--- config.mk ---
export PLATFORM = sky130hd
export DESIGN_NAME = posit_classifier_pipe
export DESIGN_NICKNAME = d
export VERILOG_FILES = /design/src/rtl/posit_pkg.sv /design/src/rtl/posit_class_core.sv /design/src/rtl/posit_classifier_pipe.sv
export SDC_FILE = /design/constraint.sdc
export NUM_CORES = 1
export LEC_CHECK = 0
export BUFFER_PORTS_ARGS = -buffer_cell sky130_fd_sc_hd__buf_2
export CAP_MARGIN = 20
export CORE_MARGIN = 2
export CORE_UTILIZATION = 30
export CTS_CLUSTER_DIAMETER = 200
export DETAILED_ROUTE_END_ITERATION = 8
export PLACE_DENSITY_LB_ADDON = 0.15
export SLEW_MARGIN = 15
export SYNTH_ARGS = -nofsm -noshare
export SYNTH_HDL_FRONTEND = slang
export SYNTH_SLANG_ARGS = --single-unit
--- constraint.sdc ---
create_clock -name clk_i -period 7.7 [get_ports clk_i]
set_input_delay 2.31 -clock clk_i [delete_from_list [all_inputs] [get_ports clk_i]]
set_output_delay 2.31 -clock clk_i [all_outputs]
set_load 0.1 [all_outputs]
--- src/rtl/posit_pkg.sv ---
`default_nettype none
// ============================================================================
// Module      : posit_pkg
// Description : Posit format definitions, operand-info flags, class-mask
//               bit indices and format helper functions.
// Revision    : 1.0
// ============================================================================
package posit_pkg;

    typedef enum logic [1:0] {
        POSIT8  = 2'd0,
        POSIT16 = 2'd1,
        POSIT32 = 2'd2
    } posit_format_e;

    typedef struct packed {
        logic is_zero;
        logic is_inf;
        logic is_NaR;
        logic is_pos;
        logic is_neg;
    } posit_info_t;

    typedef enum int unsigned {
        CLS_NAR       = 0,
        CLS_NEG_LARGE = 1,
        CLS_NEG_SMALL = 2,
        CLS_ZERO      = 3,
        CLS_POS_SMALL = 4,
        CLS_POS_LARGE = 5,
        CLS_MAXPOS    = 6,
        CLS_MINPOS    = 7
    } posit_class_e;

    localparam int unsigned POSIT_CLASS_BITS = 8;

    function automatic int unsigned posit_width(posit_format_e fmt);
        case (fmt)
            POSIT16: return 16;
            POSIT32: return 32;
            default: return 8;
        endcase
    endfunction

    // Returned zero-extended to 32 bits; callers truncate to their width.
    function automatic logic [31:0] maxpos(posit_format_e fmt);
        return (32'h1 << (posit_width(fmt) - 1)) - 32'h1;
    endfunction

    function automatic logic [31:0] minpos(posit_format_e fmt);
        if (posit_width(fmt) == 0) return 32'h0;
        return 32'h1;
    endfunction

endpackage
`default_nettype wire

--- src/rtl/posit_class_core.sv ---
`default_nettype none
// ============================================================================
// Module      : posit_class_core
// Description : Combinational classification of a single posit operand into
//               info flags and an 8-bit class mask.
// Revision    : 1.0
// ============================================================================
module posit_class_core
    import posit_pkg::*;
#(
    parameter posit_format_e pFormat = posit_format_e'(0)
) (
    input  logic [posit_width(pFormat)-1:0] operand_i,
    output posit_info_t                     info_o,
    output logic [POSIT_CLASS_BITS-1:0]     class_o
);

    localparam int unsigned          WIDTH    = posit_width(pFormat);
    localparam logic [WIDTH-1:0]     c_maxpos = WIDTH'(maxpos(pFormat));
    localparam logic [WIDTH-1:0]     c_minpos = WIDTH'(minpos(pFormat));
    localparam logic [WIDTH-1:0]     c_nar    = {1'b1, {(WIDTH-1){1'b0}}};

    logic             w_zero;
    logic             w_nar;
    logic             w_pos;
    logic             w_neg;
    logic             w_large;
    logic [WIDTH-1:0] w_mag;

    always_comb begin
        w_zero  = (operand_i == '0);
        w_nar   = (operand_i == c_nar);
        w_pos   = ~operand_i[WIDTH-1] & ~w_zero;
        w_neg   = operand_i[WIDTH-1] & ~w_nar;
        w_mag   = w_neg ? (~operand_i + c_minpos) : operand_i;
        // Regime bit right below the sign decides |x| >= 1.
        w_large = w_mag[WIDTH-2];

        info_o.is_zero = w_zero;
        info_o.is_inf  = w_nar;
        info_o.is_NaR  = w_nar;
        info_o.is_pos  = w_pos;
        info_o.is_neg  = w_neg;

        class_o                = '0;
        class_o[CLS_NAR]       = w_nar;
        class_o[CLS_NEG_LARGE] = w_neg & w_large;
        class_o[CLS_NEG_SMALL] = w_neg & ~w_large;
        class_o[CLS_ZERO]      = w_zero;
        class_o[CLS_POS_SMALL] = w_pos & ~w_large;
        class_o[CLS_POS_LARGE] = w_pos & w_large;
        class_o[CLS_MAXPOS]    = (w_pos | w_neg) & (w_mag == c_maxpos);
        class_o[CLS_MINPOS]    = (w_pos | w_neg) & (w_mag == c_minpos);
    end

endmodule
`default_nettype wire

--- src/rtl/posit_classifier_pipe.sv ---
`default_nettype none
// ============================================================================
// Module      : posit_classifier_pipe
// Description : Multi-operand posit classifier with valid/ready handshake,
//               configurable pipeline depth and opaque tag passthrough.
// Revision    : 1.0
// ============================================================================
module posit_classifier_pipe
    import posit_pkg::*;
#(
    parameter posit_format_e pFormat     = posit_format_e'(0),
    parameter int unsigned   NumOperands = 3,
    parameter int unsigned   NumPipeRegs = 1,
    parameter int unsigned   TagWidth    = 4
) (
    input  logic                                                clk_i,
    input  logic                                                rst_i,
    input  logic                                                flush_i,
    input  logic                                                in_valid_i,
    output logic                                                in_ready_o,
    input  logic [NumOperands-1:0][posit_width(pFormat)-1:0]    operands_i,
    input  logic [TagWidth-1:0]                                 tag_i,
    output logic                                                out_valid_o,
    input  logic                                                out_ready_i,
    output posit_info_t [NumOperands-1:0]                       info_o,
    output logic [NumOperands-1:0][POSIT_CLASS_BITS-1:0]        class_o,
    output logic [TagWidth-1:0]                                 tag_o,
    output logic                                                busy_o
);

    posit_info_t [NumOperands-1:0]                w_info;
    logic [NumOperands-1:0][POSIT_CLASS_BITS-1:0] w_class;

    for (genvar gi = 0; gi < NumOperands; gi++) begin : g_core
        posit_class_core #(
            .pFormat (pFormat)
        ) u_core (
            .operand_i (operands_i[gi]),
            .info_o    (w_info[gi]),
            .class_o   (w_class[gi])
        );
    end

    if (NumPipeRegs == 0) begin : g_comb
        assign out_valid_o = in_valid_i;
        assign in_ready_o  = out_ready_i;
        assign busy_o      = 1'b0;
        assign info_o      = in_valid_i ? w_info  : '0;
        assign class_o     = in_valid_i ? w_class : '0;
        assign tag_o       = in_valid_i ? tag_i   : '0;
    end else begin : g_pipe
        localparam int unsigned c_last = NumPipeRegs - 1;

        logic [NumPipeRegs-1:0] r_valid;
        logic [NumPipeRegs:0]   w_ready;
        logic [NumPipeRegs-1:0] w_up_valid;

        posit_info_t [NumOperands-1:0]                r_info    [NumPipeRegs];
        logic [NumOperands-1:0][POSIT_CLASS_BITS-1:0] r_class   [NumPipeRegs];
        logic [TagWidth-1:0]                          r_tag     [NumPipeRegs];
        posit_info_t [NumOperands-1:0]                w_in_info [NumPipeRegs];
        logic [NumOperands-1:0][POSIT_CLASS_BITS-1:0] w_in_class[NumPipeRegs];
        logic [TagWidth-1:0]                          w_in_tag  [NumPipeRegs];

        // Ready ripples backwards: a stage can take a beat if it is empty or
        // its occupant moves on in the same cycle.
        always_comb begin
            w_ready[NumPipeRegs] = out_ready_i;
            for (int k = NumPipeRegs - 1; k >= 0; k--) begin
                w_ready[k] = ~r_valid[k] | w_ready[k+1];
            end
        end

        always_comb begin
            w_up_valid[0] = in_valid_i;
            w_in_info[0]  = w_info;
            w_in_class[0] = w_class;
            w_in_tag[0]   = tag_i;
            for (int k = 1; k < NumPipeRegs; k++) begin
                w_up_valid[k] = r_valid[k-1];
                w_in_info[k]  = r_info[k-1];
                w_in_class[k] = r_class[k-1];
                w_in_tag[k]   = r_tag[k-1];
            end
        end

        always_ff @(posedge clk_i) begin
            if (rst_i || flush_i) begin
                r_valid <= '0;
            end else begin
                for (int k = 0; k < NumPipeRegs; k++) begin
                    if (w_ready[k]) r_valid[k] <= w_up_valid[k];
                end
            end
        end

        // Payload is qualified by r_valid, so it needs no reset.
        always_ff @(posedge clk_i) begin
            for (int k = 0; k < NumPipeRegs; k++) begin
                if (w_ready[k] && w_up_valid[k]) begin
                    r_info[k]  <= w_in_info[k];
                    r_class[k] <= w_in_class[k];
                    r_tag[k]   <= w_in_tag[k];
                end
            end
        end

        assign in_ready_o  = w_ready[0];
        assign out_valid_o = r_valid[c_last];
        assign busy_o      = |r_valid;
        assign info_o      = r_valid[c_last] ? r_info[c_last]  : '0;
        assign class_o     = r_valid[c_last] ? r_class[c_last] : '0;
        assign tag_o       = r_valid[c_last] ? r_tag[c_last]   : '0;
    end

endmodule
`default_nettype wire

==> metrics.yaml <==
run_status: "finished clean"
min_period_over_period: 0.682
synth_top_family_by_area: "simple AND/OR/NAND/NOR gates"
synth_largest_type_area_fraction: 0.458
worstMarginPinSlew_ns: 0.628
required_ns: 5.39
synth.avg_cell_area_um2: 9.82
synth-edff-count: 34
finalSetupTns_ns: 0
arrival_ns: 2.94
coreArea_mm2: 0.00721
synth_area_leaders: "edfxtp_1 46%, and2_1 11%, buf_4 3.4%"
cts_root_buffer: "clkbuf_8"
ys_seq_area_frac: 0.467
finalPower_mw: 0.461
ios: 79
fmax_mhz: 190
powerDensity_mw_per_mm2: 169
die_height_um: 90.2
clockBufferDepth: 2
rsz0062_at_grt: "no"
crit_path_start_kind: "primary input"
synth_xor_area_frac: 0.0118
cts_sinks: 35
wire_per_inst_um: 12.4
initial_core_util: 0.309
cpPeakStageDelay_ns: 0.43
synth.distinct_cells: 51
instances_no_fill: 393
ir_drop_v: 0.0000670
skew_ns: 0.00319
finalCriticalPeriod_ns: 5.25
io_buffers: 78
grt_pass1_wl_um: 8110
worst_hold_path.endpoint: "busy_o$_SDFFE_PP0N_"
clk_latency_ns: 0.28
r2r-end: "g_pipe.r_class[0][4]$_DFFE_PP_"
drt-initial-drc-count: 49
cp_max_fo: 3
synth-seq-cells: 35
p_clk_frac: 0.277
hold_depth: 3
path_cells: "buf_2 -> nand2b_1 -> buf_2"
pwr-share-seq: 0.485
cts_max_level: 2
p_sw_mw: 0.150
syn_nets: 263
num_rows: 31
synthAdderAreaFrac: 0.0168
worst_path_max_delay_cell: "buf_2"
r2r_start: "busy_o$_SDFFE_PP0N_"
syn-instance-count: 227
fin_nets: 329
num_vias: 1881
r2r_cells: 4
grt_pass1_vias: 1649
r2r_slack_ns: 6.03
final_antenna_net_count: 0
ys.warnings.count: 0
area_growth_pct: 22.5
maxSlewViolCount: 0
cts_hold_buf: 0
drc: 0
intPower_mw: 0.311
critical_path_class: "in2out"
cts_tree: "built"
syn_area_mm2: 0.00223
diodes: 0
synth.mux.area_fraction: 0.0140
drt-pass1-iter-count: 4
die_w_um: 90.2
relSlewSlack: 0.577
yosys.area.top_type: "edfxtp_1"
synth-simple-area-share: 0.289
fillerInstances: 743
min_from: "busy_o$_SDFFE_PP0N_"
viasPerCell: 4.79
cts_buffers: 5
place_inst: 384
finalSetupViolations: 0
combPwrFrac: 0.238
drive_above_1_share: 0.323
post-cts-setup-buffer-count: 0
swShare: 0.325
clkSlewWorstSetupHoldPaths_ns: 0.07
synth_flop_cell: "edfxtp_1"
die_area_mm2: 0.00813
dp_hpwl_um: 3470
cp-end-kind: "primary output"
cpMostUsedCell: "buf_2"
grt_overflow: 0
grt_usage: 0.121
final_util: 0.378
grt_max_degree: 38
synth_compound_area_frac: 0.130
hold_class: "reg2reg"
hold_viol_final: 0
gp_congestion: 0.785
cts_resized: 0
totalWireLength_um: 4890
power_leakage_nw: 1.22
antenna_found_initial: 0
synthArstFlopShare: 0
maxCapViolCount: 0
[worst max-delay path: cells and delay by family]
| family | cells | cell delay, ns |
|---|---|---|
| buf+inv | 2 | 0.50 |
| simple gates | 1 | 0.13 |
[cell usage after synthesis, drive strengths merged (2+ instances only)]
cell	count
and2	39
edfxtp	34
nor2	15
clkbuf	11
inv	11
nand2	11
buf	10
nor3	10
a21oi	8
o21ai	6
and3	5
nand2b	5
nor2b	5
a211oi	4
nor4	4
a21o	3
ha	3
nand3	3
o41ai	3
a311oi	2
a31oi	2
and4	2
mux2i	2
nor3b	2
o21a	2
or3	2
or3b	2
xnor2	2
[area by class of cell]
type,count,area (um2),area share
timing repair buffer,80,413,0.151
clock buffer,7,76.3,0.0280
tap,99,124,0.0454
multi-input combinational,160,1030,0.377
sequential,35,1040,0.381
inverter,11,41.3,0.0151
clock inverter,1,5.00,0.00183
[routing by layer]
layer | wire length, um | vias up | share of wire | global-route usage
li1 | - | 948 | - | -
met1 | 2290 | 861 | 0.47 | 0.166
met2 | 2240 | 67 | 0.46 | 0.190
met3 | 306 | 5 | 0.063 | 0.0310
met4 | 50 | 0 | 0.010 | 0.0308
met5 | 0 | - | 0 | 0
[through the flow]
| stage | setup WS [ns] | hold slack [ns] | instance area, um2 |
|---|---|---|---|
| finish | 2.45 | 0.893 | 2730 |
| global route | 2.42 | 1.02 | 2730 |
| CTS | 2.42 | 1.08 | 2720 |
| detailed placement | 2.42 | 1.07 | 2630 |
| global placement | 2.44 | 1.01 | 2630 |
| floorplan | 2.30 | 1.83 | 2230 |
[layout by cell type, fill, tap and decap left out, types with 5 or more instances in the layout]
master,synthesis,routed
o21ai_0,5,5
a21oi_1,8,8
nor2b_1,5,5
clkbuf_8,0,5
nand2b_1,5,5
buf_2,0,78
inv_1,11,11
nor2_1,15,15
nand2_1,11,11
and2_1,38,38
edfxtp_1,34,34
nor3_1,10,10
[power groups by stage]
stage | sequential, mW | combinational, mW | clock [mW]
after CTS | 0.225 | 0.109 | 0.134
after global routing | 0.225 | 0.118 | 0.141
after floorplan | 0.228 | 0.0826 | 0
final | 0.223 | 0.110 | 0.127
after detailed placement | 0.229 | 0.108 | 0
after global placement | 0.229 | 0.108 | 0
[worst max-delay path by stage]
stage                 from    endpoint  cells past startpoint
2_1_floorplan  out_ready_i  in_ready_o                      1
3_3_place_gp   out_ready_i  in_ready_o                      3
3_5_place_dp   out_ready_i  in_ready_o                      3
4_1_cts        out_ready_i  in_ready_o                      3
5_1_grt        out_ready_i  in_ready_o                      3
6_report       out_ready_i  in_ready_o                      3
[state kept, by name, summed over array words and instances (netlist names)]
signal / cells
busy_o: 1
g_pipe.r_info: 6
g_pipe.r_class: 24
g_pipe.r_tag: 4
[cell families (layout without fill, tap and decap cells)]
family / Yosys count / in the layout
buf+inv: 32 / 99
flops: 35 / 35
fa+ha+maj: 3 / 3
compound gates: 40 / 40
simple gates: 111 / 111
xor+xnor: 3 / 3
mux: 3 / 3
(Power assumes the default switching activity.)
